**src/rtl/instr_fetch_unit.sv**
```systemverilog
// instr_fetch_unit
//   Fetch stage between the program ROM and the instruction decoder. Holds the
//   program counter, drives the ROM address, captures the combinationally
//   returned byte into a DEPTH-entry prefetch queue and presents {pc, byte}
//   pairs to the decoder over a valid/ready handshake. A branch redirect
//   flushes the queue and restarts fetch at the new address.
//
// Ports
//   clk            : clock, rising-edge
//   reset_n        : asynchronous active-low reset
//   rom_address    : ROM read address (registered, equals fetch_pc)
//   rom_data       : ROM byte at rom_address, same cycle
//   redirect_valid : branch/jump taken this cycle
//   redirect_pc    : new fetch address when redirect_valid=1
//   out_valid      : queue head holds a valid byte
//   out_data       : queue head byte
//   out_pc         : address the head byte was fetched from
//   out_ready      : decoder accepts the head this cycle
module instr_fetch_unit #(
    parameter int ADDR_W   = 7,
    parameter int DATA_W   = 8,
    parameter int DEPTH    = 2,
    parameter int RESET_PC = 0
) (
    input  logic              clk,
    input  logic              reset_n,
    output logic [ADDR_W-1:0] rom_address,
    input  logic [DATA_W-1:0] rom_data,
    input  logic              redirect_valid,
    input  logic [ADDR_W-1:0] redirect_pc,
    output logic              out_valid,
    output logic [DATA_W-1:0] out_data,
    output logic [ADDR_W-1:0] out_pc,
    input  logic              out_ready
);

    localparam int                PTR_W = $clog2(DEPTH);
    localparam int                CNT_W = $clog2(DEPTH + 1);
    localparam logic [CNT_W-1:0]  FULL  = CNT_W'(DEPTH);
    localparam logic [ADDR_W-1:0] PC0   = ADDR_W'(RESET_PC);

    typedef struct packed {
        logic [ADDR_W-1:0] pc;
        logic [DATA_W-1:0] data;
    } entry_t;

    entry_t [DEPTH-1:0] queue;
    logic [PTR_W-1:0]   rd_ptr;
    logic [PTR_W-1:0]   wr_ptr;
    logic [CNT_W-1:0]   count;
    logic [ADDR_W-1:0]  fetch_pc;
    logic               pop;
    logic               push;

    // A full queue can still accept a byte when the head leaves in the same
    // cycle, which is what keeps the stream gap-free under out_ready=1.
    // A redirect suppresses the push: the byte at the old fetch_pc is dead.
    assign pop  = out_valid & out_ready;
    assign push = ~redirect_valid & ((count != FULL) | pop);

    assign out_valid   = (count != '0);
    assign out_data    = queue[rd_ptr].data;
    assign out_pc      = queue[rd_ptr].pc;
    // Straight from the flop: no path from out_ready/redirect_valid.
    assign rom_address = fetch_pc;

    always_ff @(posedge clk or negedge reset_n) begin
        if (!reset_n) begin
            fetch_pc <= PC0;
            rd_ptr   <= '0;
            wr_ptr   <= '0;
            count    <= '0;
            // Clearing storage makes out_data/out_pc read 0 out of reset.
            queue    <= '0;
        end else if (redirect_valid) begin
            // Any concurrent pop is simply absorbed: the head was accepted,
            // the rest of the queue is discarded along with it.
            fetch_pc <= redirect_pc;
            rd_ptr   <= '0;
            wr_ptr   <= '0;
            count    <= '0;
        end else begin
            if (push) begin
                queue[wr_ptr] <= {fetch_pc, rom_data};
                wr_ptr        <= wr_ptr + PTR_W'(1);
                fetch_pc      <= fetch_pc + ADDR_W'(1);
            end
            if (pop)
                rd_ptr <= rd_ptr + PTR_W'(1);
            if (push && !pop)
                count <= count + CNT_W'(1);
            else if (pop && !push)
                count <= count - CNT_W'(1);
        end
    end

endmodule

```
**config.mk**
```make
export PLATFORM = sky130hd
export DESIGN_NAME = instr_fetch_unit
export DESIGN_NICKNAME = d
export VERILOG_FILES = /design/src/rtl/instr_fetch_unit.sv
export SDC_FILE = /design/constraint.sdc
export NUM_CORES = 1
export LEC_CHECK = 0
export ABC_AREA = 1
export BUFFER_PORTS_ARGS = -buffer_cell sky130_fd_sc_hd__buf_2
export CORE_UTILIZATION = 30
export DETAILED_ROUTE_END_ITERATION = 10
export GPL_TIMING_DRIVEN = 1
export PLACE_DENSITY = 0.51
export SYNTH_ARGS = -nofsm -noshare
export SYNTH_HDL_FRONTEND = slang
export SYNTH_SLANG_ARGS = --single-unit
export TNS_END_PERCENT = 20
```
**constraint.sdc**
```tcl
create_clock -name clk -period 1.1 [get_ports clk]
set_input_delay 0.055 -clock clk [delete_from_list [all_inputs] [get_ports clk]]
set_output_delay 0.055 -clock clk [all_outputs]
set_load 0.05 [all_outputs]
```
After elaboration in Yosys (flattened, before gate mapping)
Cells that the tools add are included.
{"block": "totals", "regBits": 41, "input_bits": 19, "out_inout_bits": 23, "elab_cells": 45}
{"block": "op_classes", "add_sub_neg": 5, "order_cmp": 3, "eq_ne": 1, "n_mux": 14, "bitwise": 4, "n_reduce_logical": 10}
{"operator": "$mux 15", "n": 3}
{"operator": "$bwmux 30", "n": 1}
{"operator": "$demux 15 s1", "n": 1}
{"operator": "$mux 7", "n": 2}
{"operator": "$add 7x1->7 const B", "n": 1}
{"operator": "$mux 2", "n": 3}
{"operator": "$reduce_bool 2->1", "n": 3}
{"operator": "$lt 1x2->1 const B", "n": 2}
{"operator": "$mux 1", "n": 4}
{"operator": "$logic_and 1x1->1", "n": 3}
{"operator": "$reduce_bool 3->1", "n": 1}
{"operator": "$add 1x1->1 const B", "n": 2}
{"operator": "$add 2x1->2 const B", "n": 1}
{"operator": "$and 1x1->1", "n": 2}
{"operator": "$logic_not 1->1", "n": 2}
{"operator": "$ne 2x2->1 const B", "n": 1}
{"operator": "$reduce_and 2->1", "n": 1}
{"operator": "$sub 2x1->2 const B", "n": 1}
{"operator": "$ge 1x1->1 const B", "n": 1}
{"operator": "$not 1->1", "n": 1}
{"operator": "$or 1x1->1", "n": 1}

Longest topological paths before layout
Gate-level depths: netlist of run 1.
{"block": "depth", "ltp_word": 9, "depth_mapped": 8, "depth_no_buf": 7}

Least setup slack after synthesis of run 1
OpenSTA, ideal clock, no wires.
{"block": "synth_path", "kind": "register -> output", "from": "reg rd_ptr", "to": "out out_data[0]", "arrival_time_ns": 1.681, "t_required_ns": 1.045, "setup_slack_ns": -0.636, "stages_incl_launch_ff": 3, "path_buffers": 1, "cell_sequence": "dfrtp_1 -> clkbuf_1 -> o21ai_0"}
{"block": "synth_between", "elab_chain_cells": 2}
{"element": "from (decl)", "line_no": "48", "rtl": "logic [PTR_W-1:0] rd_ptr;"}
{"element": "from (signal assigned)", "line_no": "89", "rtl": "rd_ptr <= rd_ptr + PTR_W'(1);"}
{"element": "$mux 15 (2 in series)"}
{"element": "to (decl)", "line_no": "32", "rtl": "output logic [DATA_W-1:0] out_data,"}
Every way passes these cells. The select of a mux whose other input is x is not followed.

Worst setup path after layout of run 1
{"block": "layout_path", "from": "reg rd_ptr", "to": "out out_pc[3]"}
{"block": "layout_between", "elab_chain_cells": 2}
{"element": "$mux 15 (implied by the code) (2 in series)", "line_no": "63", "rtl": "assign out_pc = queue[rd_ptr].pc;"}
{"element": "to (decl)", "line_no": "33", "rtl": "output logic [ADDR_W-1:0] out_pc,"}
Every way passes these cells. The select of a mux whose other input is x is not followed.

==> summary.md, run 1 <==
| Metric | Value |
|---|---|
| Clock-pin slew on the worst setup and hold paths | `around 80 ps` |
| Cell taking the most area after synthesis | `dfrtp_1` |
| CTS Sinks | `41` |
| H-tree Lvls | `2` |
| Post-DP HPWL | `3230 microns` |
| Worst stage delay on the critical path | `around 460 ps` |
| Worst hold slack | `20.5 ps` |
| Critical-path cell list | `buf_12, nand2_1, o21ai_4, buf_6` |
| Post-route ant nets | `0` |
| Initial core utilization | `about 31%` |
| Post-route insts no fill | `391` |
| Hold Vio Cnt, Final | `0` |
| WP buf/inv | `2` |
| Synth Cell Area | `roughly 0.002 sq mm` |
| Critical Path RT | `1040 ps` |
| Placed Area | `around 0.0025 sq mm` |
| Full die area | `0.00694 sq mm` |
| Simple-Gate Fraction of Synth Area | `22.9%` |
| Routed via count | `1749` |
| Core footprint | `0.00635 sq mm` |
| DIE HEIGHT | `83.3 microns` |
| Crit-path max FO | `12` |
| Multiplexer area fraction after synthesis | `0%` |
| Vias in the first global route | `1757` |
| RSZ-0062 raised after global routing | `yes` |
| Largest family of logic cells by synthesized area | `simple AND/OR/NAND/NOR gates` |
| Failing checks | `setup timing` |
| Pin slew with the least headroom to its limit | `244 ps` |
| Final period util | `121%` |
| Rel. slew slack | `83.7%` |
| Delay-heaviest family, CP | `flip-flops` |
| Root Driver | `clkbuf_8` |
| Arrival @ worst endpoint | `1270 ps` |
| CP max-delay cell | `dfrtp_2` |
| Final TNS setup | `-4090 ps` |
| Die width | `83.3 microns` |
| Worst-skew pair later-pin latency | `290 ps` |
| Synth Instances | `249` |
| CTS tree | `done` |
| Antenna violations before repair | `0` |
| Xor-xnor portion of the synthesized cell area | `less than 1%` |
| WL per Instance | `roughly 12 microns` |
| # rows | `29` |
| Critical Path Start Type | `register` |
| Starting DRT DRC Count | `between 90 and 100` |
| Pwr/cell area | `1700 mW/mm^2` |
| Grt total ovfl | `0` |
| Final setup vio count | `39` |
| Routability Congestion | `0.732` |
| Net count after synthesis | `269` |
| Layout cells sized above 1 | `34.1%` |
| Tmin final | `1330 ps` |
| Maximum root-to-sink buffer count | `2` |
| Leakage | `approximately 1.4 nW` |
| DRC | `0` |
| Setup Skew | `between 10 and 15 ps` |
| Number of synthesized register bits | `41` |
| Worst setup margin | `-226 ps` |
| HP Class | `input port to register` |
| Global-route usage over all layers | `around 15%` |
| Final wirelength | `4640 microns` |
| Post-layout nets | `333` |
| Seq/Total Area, Yosys | `51.8%` |
| Kind of critical path | `register to primary output` |
| Top cells by area, synth | `dfrtp_1 (52%), nand2_1 (17%), o21ai_0 (12%)` |
| Outcome | `finished with violations` |
| Post-Synth Adder-Cell Area | `0.631%` |
| CTS Buf Count | `5` |
| Synth Area in Compound Gates | `14.8%` |
| Area share of the largest cell type after synthesis | `approximately half` |
| Peak supply drop | `0.772 mV` |
| Max Fclk | `754 MHz` |
| Post-Place Cells | `370` |
| First drt pass iteration count | `4` |
| Max_cap viols | `0` |
| Synth unique cells | `22` |
| Worst slack, placed | `-77.4 ps` |
| Largest net degree at the start of global routing | `42` |
| Fin area | `0.00295 sq mm` |
| Filler cells | `approximately 640` |
| Total Power | `5.01 mW` |
| Area growth, synth to finish | `48.9%` |
| Global-route wire length before repair | `8310 microns` |
| Final slew viol count | `0` |
| Vias per inst | `4.47` |
| IO Port Bufs | `41` |
| Mean post-synth cell area | `7.96 sq um` |
| Diode count | `0` |
| Worst setup EP type | `primary output` |
| Final core occ | `between 40% and 50%` |
| Io pins | `42` |
| Yosys warns | `0` |
==> state kept, by name, summed over array words and instances (netlist names) <==
| signal | flops |
|---|---|
| wr_ptr | 1 |
| count | 2 |
| queue | 30 |
| rom_address | 7 |
| rd_ptr | 1 |
==> where the power goes <==
group,total (mW),internal (mW),switching (mW)
Combinational,1.97,0.754,1.21
Sequential,1.99,1.79,0.204
Clock,1.05,0.509,0.540
Total,5.01,3.05,1.96
==> worst min-delay path, stage by stage <==
cell and delay (ps):
buf_2 70, nand2_1 40, o211ai_1 90
==> cell usage in the layout (no fill, tap or decap), drive strengths merged <==
master,instances
nor2,7
buf,56
nand2,91
o21bai,3
nand3,10
clkbuf,7
clkinv,2
ha,1
dfrtp,41
o21ai,48
nand4,1
o211ai,2
a21oi,3
dlygate4sd3,13
inv,28
xnor2,1
==> area by class of cell <==
type	count	area [sq um]	share of cell area [%]
clock buffers	6	82.6	2.80
repair buffers	70	647	21.9
inverters	28	108	3.65
well taps	77	96.3	3.27
flip-flops and latches	41	1030	35.1
multi-input cells	167	968	32.8
clock inverters	2	13.8	0.466
==> cells in the mapped netlist, drive strengths merged <==
library cell   n
xnor2          1
nand3         10
inv           28
clkbuf         4
nand2         91
dfrtp         41
o21bai         3
a21oi          3
nand4          1
o21ai         48
buf            9
nor2           7
o211ai         2
ha             1
==> final timing paths <==
| kind | start | end | slack [ps] | cells past startpoint |
|---|---|---|---|---|
| hold reg to reg | queue[15]$_DFFE_PN0P_ | queue[15]$_DFFE_PN0P_ | 500 | 2 |
| max in group asynchronous | reset_n | rom_address[0]$_DFFE_PN0P_ | 610 | 3 |
| min in group asynchronous | reset_n | queue[1]$_DFFE_PN0P_ | 260 | 3 |
| setup reg to reg | count[0]$_DFFE_PN0P_ | rom_address[5]$_DFFE_PN0P_ | -90 | 7 |
| setup / recovery | rd_ptr$_DFFE_PN0P_ | out_pc[3] | -230 | 4 |
| hold / removal | redirect_pc[0] | rom_address[0]$_DFFE_PN0P_ | 20 | 3 |
==> per-layer routing <==
layer | share of wire, % | up-vias | track usage (%)
met4 | 1.0 | 0 | 4.23
met2 | 44 | 41 | 23.3
met1 | 51 | 789 | 20.8
met5 | 0 | - | 0
li1 | - | 914 | -
met3 | 4.4 | 5 | 2.98
==> cells by family (layout without fill, tap and decap cells) <==
| kind of cell | after synthesis | count (layout) |
|---|---|---|
| compound gates | 56 | 56 |
| xor+xnor | 1 | 1 |
| fa+ha+maj | 1 | 1 |
| buf+inv | 41 | 106 |
| flops | 41 | 41 |
| simple gates | 109 | 109 |
==> what timing repair did <==
item	in CTS	in global routing
hold buffers	13	0
pin swaps	10	4
endpoints found under the hold margin	60	0
buffers inserted	0	0
setup endpoints to repair	54	57
gates resized for setup	48	12
(Power assumes the default switching activity.)
==> inputs of run 2 (changes only) <==
Settings changed: ABC_AREA 1 to not set.
==> run 2 against run 1 <==
Effect of this change: sequential share of layout area up 1.4 points; highest routed layer unchanged; the run still ends with setup timing left; synthesized area down 1.1%; clock skew down 5.2 ps; critical path type is now register to register.
==> summary.md, run 2 <==
| Metric | Value |
|---|---|
| Synth Instances | `139` |
| Max Fclk | `678 MHz` |
| Initial core utilization | `a little over 30%` |
| Layout cells sized above 1 | `approximately 63%` |
| Top cells by count, synth | `dfrtp_1 (41), mux2_2 (25), mux2_4 (20)` |
| Cell taking the most area after synthesis | `dfrtp_1` |
| Asr flop ratio synth | `100%` |
| Arrival @ worst endpoint | `about 1700 ps` |
| Post-DP HPWL | `between 2000 and 3000 microns` |
| Internal | `3.63 mW` |
| Seq/Total Area, Yosys | `52.3%` |
| Leakage | `around 1.3 nW` |
| Final slew viol count | `0` |
| Largest register FFs | `30` |
| Post-layout nets | `235` |
| Clock-pin slew on the worst setup and hold paths | `80 ps` |
| CTS tree | `done` |
| Global-route wire length before repair | `7260 microns` |
| Tmin final | `around 1500 ps` |
| DIE HEIGHT | `between 80 and 90 microns` |
| Vias in the first global route | `1454` |
| WP buf/inv | `1` |
| Clock network power share | `19.2%` |
| Net count after synthesis | `~160` |
| Area share of the largest cell type after synthesis | `52.3%` |
| Area growth, synth to finish | `44.5%` |
| Delay-heaviest family, CP | `simple AND/OR/NAND/NOR gates` |
| Hold Vio Cnt, Final | `0` |
| Max_cap viols | `0` |
| Post-synth EDFFs | `0` |
| Seq pwr share | `~37%` |
| Fin area | `0.00283 sq mm` |
| Most frequent cell after synthesis | `dfrtp_1` |
| CTS Buf Count | `5` |
| Yosys warns | `0` |
| Full die area | `0.00686 sq mm` |
| Setup bufs post-CTS | `0` |
| HP Class | `input port to register` |
| Worst-skew pair later-pin latency | `290 ps` |
| DRC | `0` |
| Critical-path cell list | `nor3b_4, buf_4, or4_1, a31oi_1` |
| Switch Pwr | `2.01 mW` |
| Worst stage delay on the critical path | `510 ps` |
| Failing checks | `setup timing` |
| Final setup vio count | `54` |
| Vias per inst | `about 4.6` |
| Critical Path RT | `1300 ps` |
| Post-route ant nets | `0` |
| Synth Cell Area | `about 0.0020 sq mm` |
| Placed Area | `0.00248 sq mm` |
| Worst setup margin | `-376 ps` |
| Largest net degree at the start of global routing | `42` |
| RSZ-0062 raised after global routing | `yes` |
| Kind of critical path | `register to register` |
| H-tree Lvls | `2` |
| Commonest non-fill, non-tap cell in the layout | `dfrtp_1` |
| Routability Congestion | `between 0.7 and 0.8` |
| Maximum root-to-sink buffer count | `2` |
| Final period util | `134%` |
| Worst setup EP type | `register` |
| Global-route usage over all layers | `13.1%` |
| Setup Skew | `approximately 7.6 ps` |
| Number of synthesized register bits | `41` |
| Final wirelength | `4220 microns` |
| CTS Sinks | `41` |
| First drt pass iteration count | `4` |
| Pwr/cell area | `1990 mW/mm^2` |
| Most frequent cells in the layout | `dfrtp_1 (35), buf_6 (27), mux2_4 (25), buf_4 (21), mux2_2 (20)` |
| Antenna violations before repair | `0` |
| Critical Path Start Type | `register` |
| Routed via count | `1341` |
| Pin slew with the least headroom to its limit | `354 ps` |
| Root Driver | `clkbuf_8` |
| Grt total ovfl | `0` |
| CP max-delay cell | `or4_1` |
| Sw frac | `35.6%` |
| Logic pwr share | `43.9%` |
| Final core occ | `44.9%` |
| Die width | `about 83 microns` |
| Diode count | `0` |
| Outcome | `finished with violations` |
| Top reg by flops | `queue` |
| Top cells by area, synth | `dfrtp_1 (52%), mux2_4 (15%), mux2_2 (14%)` |
| WL per Instance | `14.4 microns` |
| Rel. slew slack | `76.4%` |
| Peak supply drop | `0.911 mV` |
| Synth unique cells | `26` |
| Starting DRT DRC Count | `64` |
| Core footprint | `~0.0063 sq mm` |
| Crit-path max FO | `8` |
| Mean post-synth cell area | `between 10 and 15 sq um` |
| Ys flop type | `dfrtp_1` |
| Io pins | `42` |
| IO Port Bufs | `41` |
| # rows | `29` |
==> run 2: cell count changes in the layout (fill, tap and decap cells not counted), moves of 7 or more <==
| cell | before | now |
|---|---|---|
| inv_1 | 24 | 2 |
| nand2_1 | 81 | 7 |
| o21ai_0 | 31 | 3 |
| mux2_4 | 0 | 25 |
| o21ai_4 | 12 | 0 |
| nand2_2 | 8 | 0 |
| dlygate4sd3_1 | 13 | 6 |
| buf_4 | 11 | 21 |
| mux2_2 | 0 | 20 |
==> run 2: stage by stage <==
step	setup slack [ps]	total power, mW	std cells	TNS (ps)	hold slack (ps)
finish	-376	5.64	293	-16310	11.2
global route	-432	5.92	293	-19930	0.830
CTS	-358	5.68	293	-16710	0.218
detailed placement	-375	4.20	279	-12440	45.3
global placement	-352	4.14	279	-12030	41.1
floorplan	-395	3.63	139	-13340	-241
==> run 2: per-layer routing <==
metal / up-vias / part of all wire [%] / GRT usage, %
met4: 0 / 1.8 / 5.17
li1: 647 / - / -
met3: 5 / 2.6 / 2.39
met5: - / 0 / 0
met1: 663 / 46 / 17.2
met2: 26 / 50 / 21.5
==> run 2: what timing repair did <==
item                       CTS  global route
hold endpoints to repair    46             0
setup endpoints to repair   62            63
pin swaps                    5             1
hold buffers                 6             0
gates resized for setup     53             7
==> run 2: power groups by stage <==
stage / logic [mW] / clock network [mW] / registers, mW
6_report: 2.48 / 1.08 / 2.08
5_1_grt: 2.61 / 1.18 / 2.13
4_1_cts: 2.46 / 1.14 / 2.08
3_5_place_dp: 2.10 / 0 / 2.10
3_3_place_gp: 2.06 / 0 / 2.08
2_1_floorplan: 1.47 / 0 / 2.16
==> run 2: kinds of logic (layout without fill, tap and decap cells) <==
group                    Yosys count  count (layout)  share of synthesized area (%)
multiplexers                      46              46                           30.2
flip-flops                        41              41                           52.3
AND/OR/NAND/NOR                   27              27                           8.74
AO/OA/AOI/OAI                     12              12                           3.76
buffers and inverters              8              85                           2.55
XOR/XNOR                           4               4                           1.79
adder cells (fa/ha/maj)            1               1                          0.638
==> run 2: cell type report <==
type                       count  area [sq um]
fill                         611          3480
multi-input combinational     90           928
clock inverter                 1          5.00
sequential                    41          1030
timing repair buffer          75           667
tap                           77          96.3
inverter                       2          7.51
clock buffer                   7          96.3
==> run 2: final timing paths <==
| check | startpoint | endpoint | slack (ps) | depth (start not counted) |
|---|---|---|---|---|
| worst max-delay path | count[1]$_DFFE_PN0P_ | rom_address[5]$_DFFE_PN0P_ | -380 | 4 |
| worst min-delay path | rom_data[2] | queue[17]$_DFFE_PN0P_ | 10 | 2 |
| worst max register to register | count[1]$_DFFE_PN0P_ | rom_address[5]$_DFFE_PN0P_ | -380 | 4 |
| worst min register to register | queue[7]$_DFFE_PN0P_ | queue[7]$_DFFE_PN0P_ | 510 | 1 |
| max in group asynchronous | reset_n | rom_address[5]$_DFFE_PN0P_ | 620 | 3 |
| min in group asynchronous | reset_n | queue[28]$_DFFE_PN0P_ | 260 | 3 |
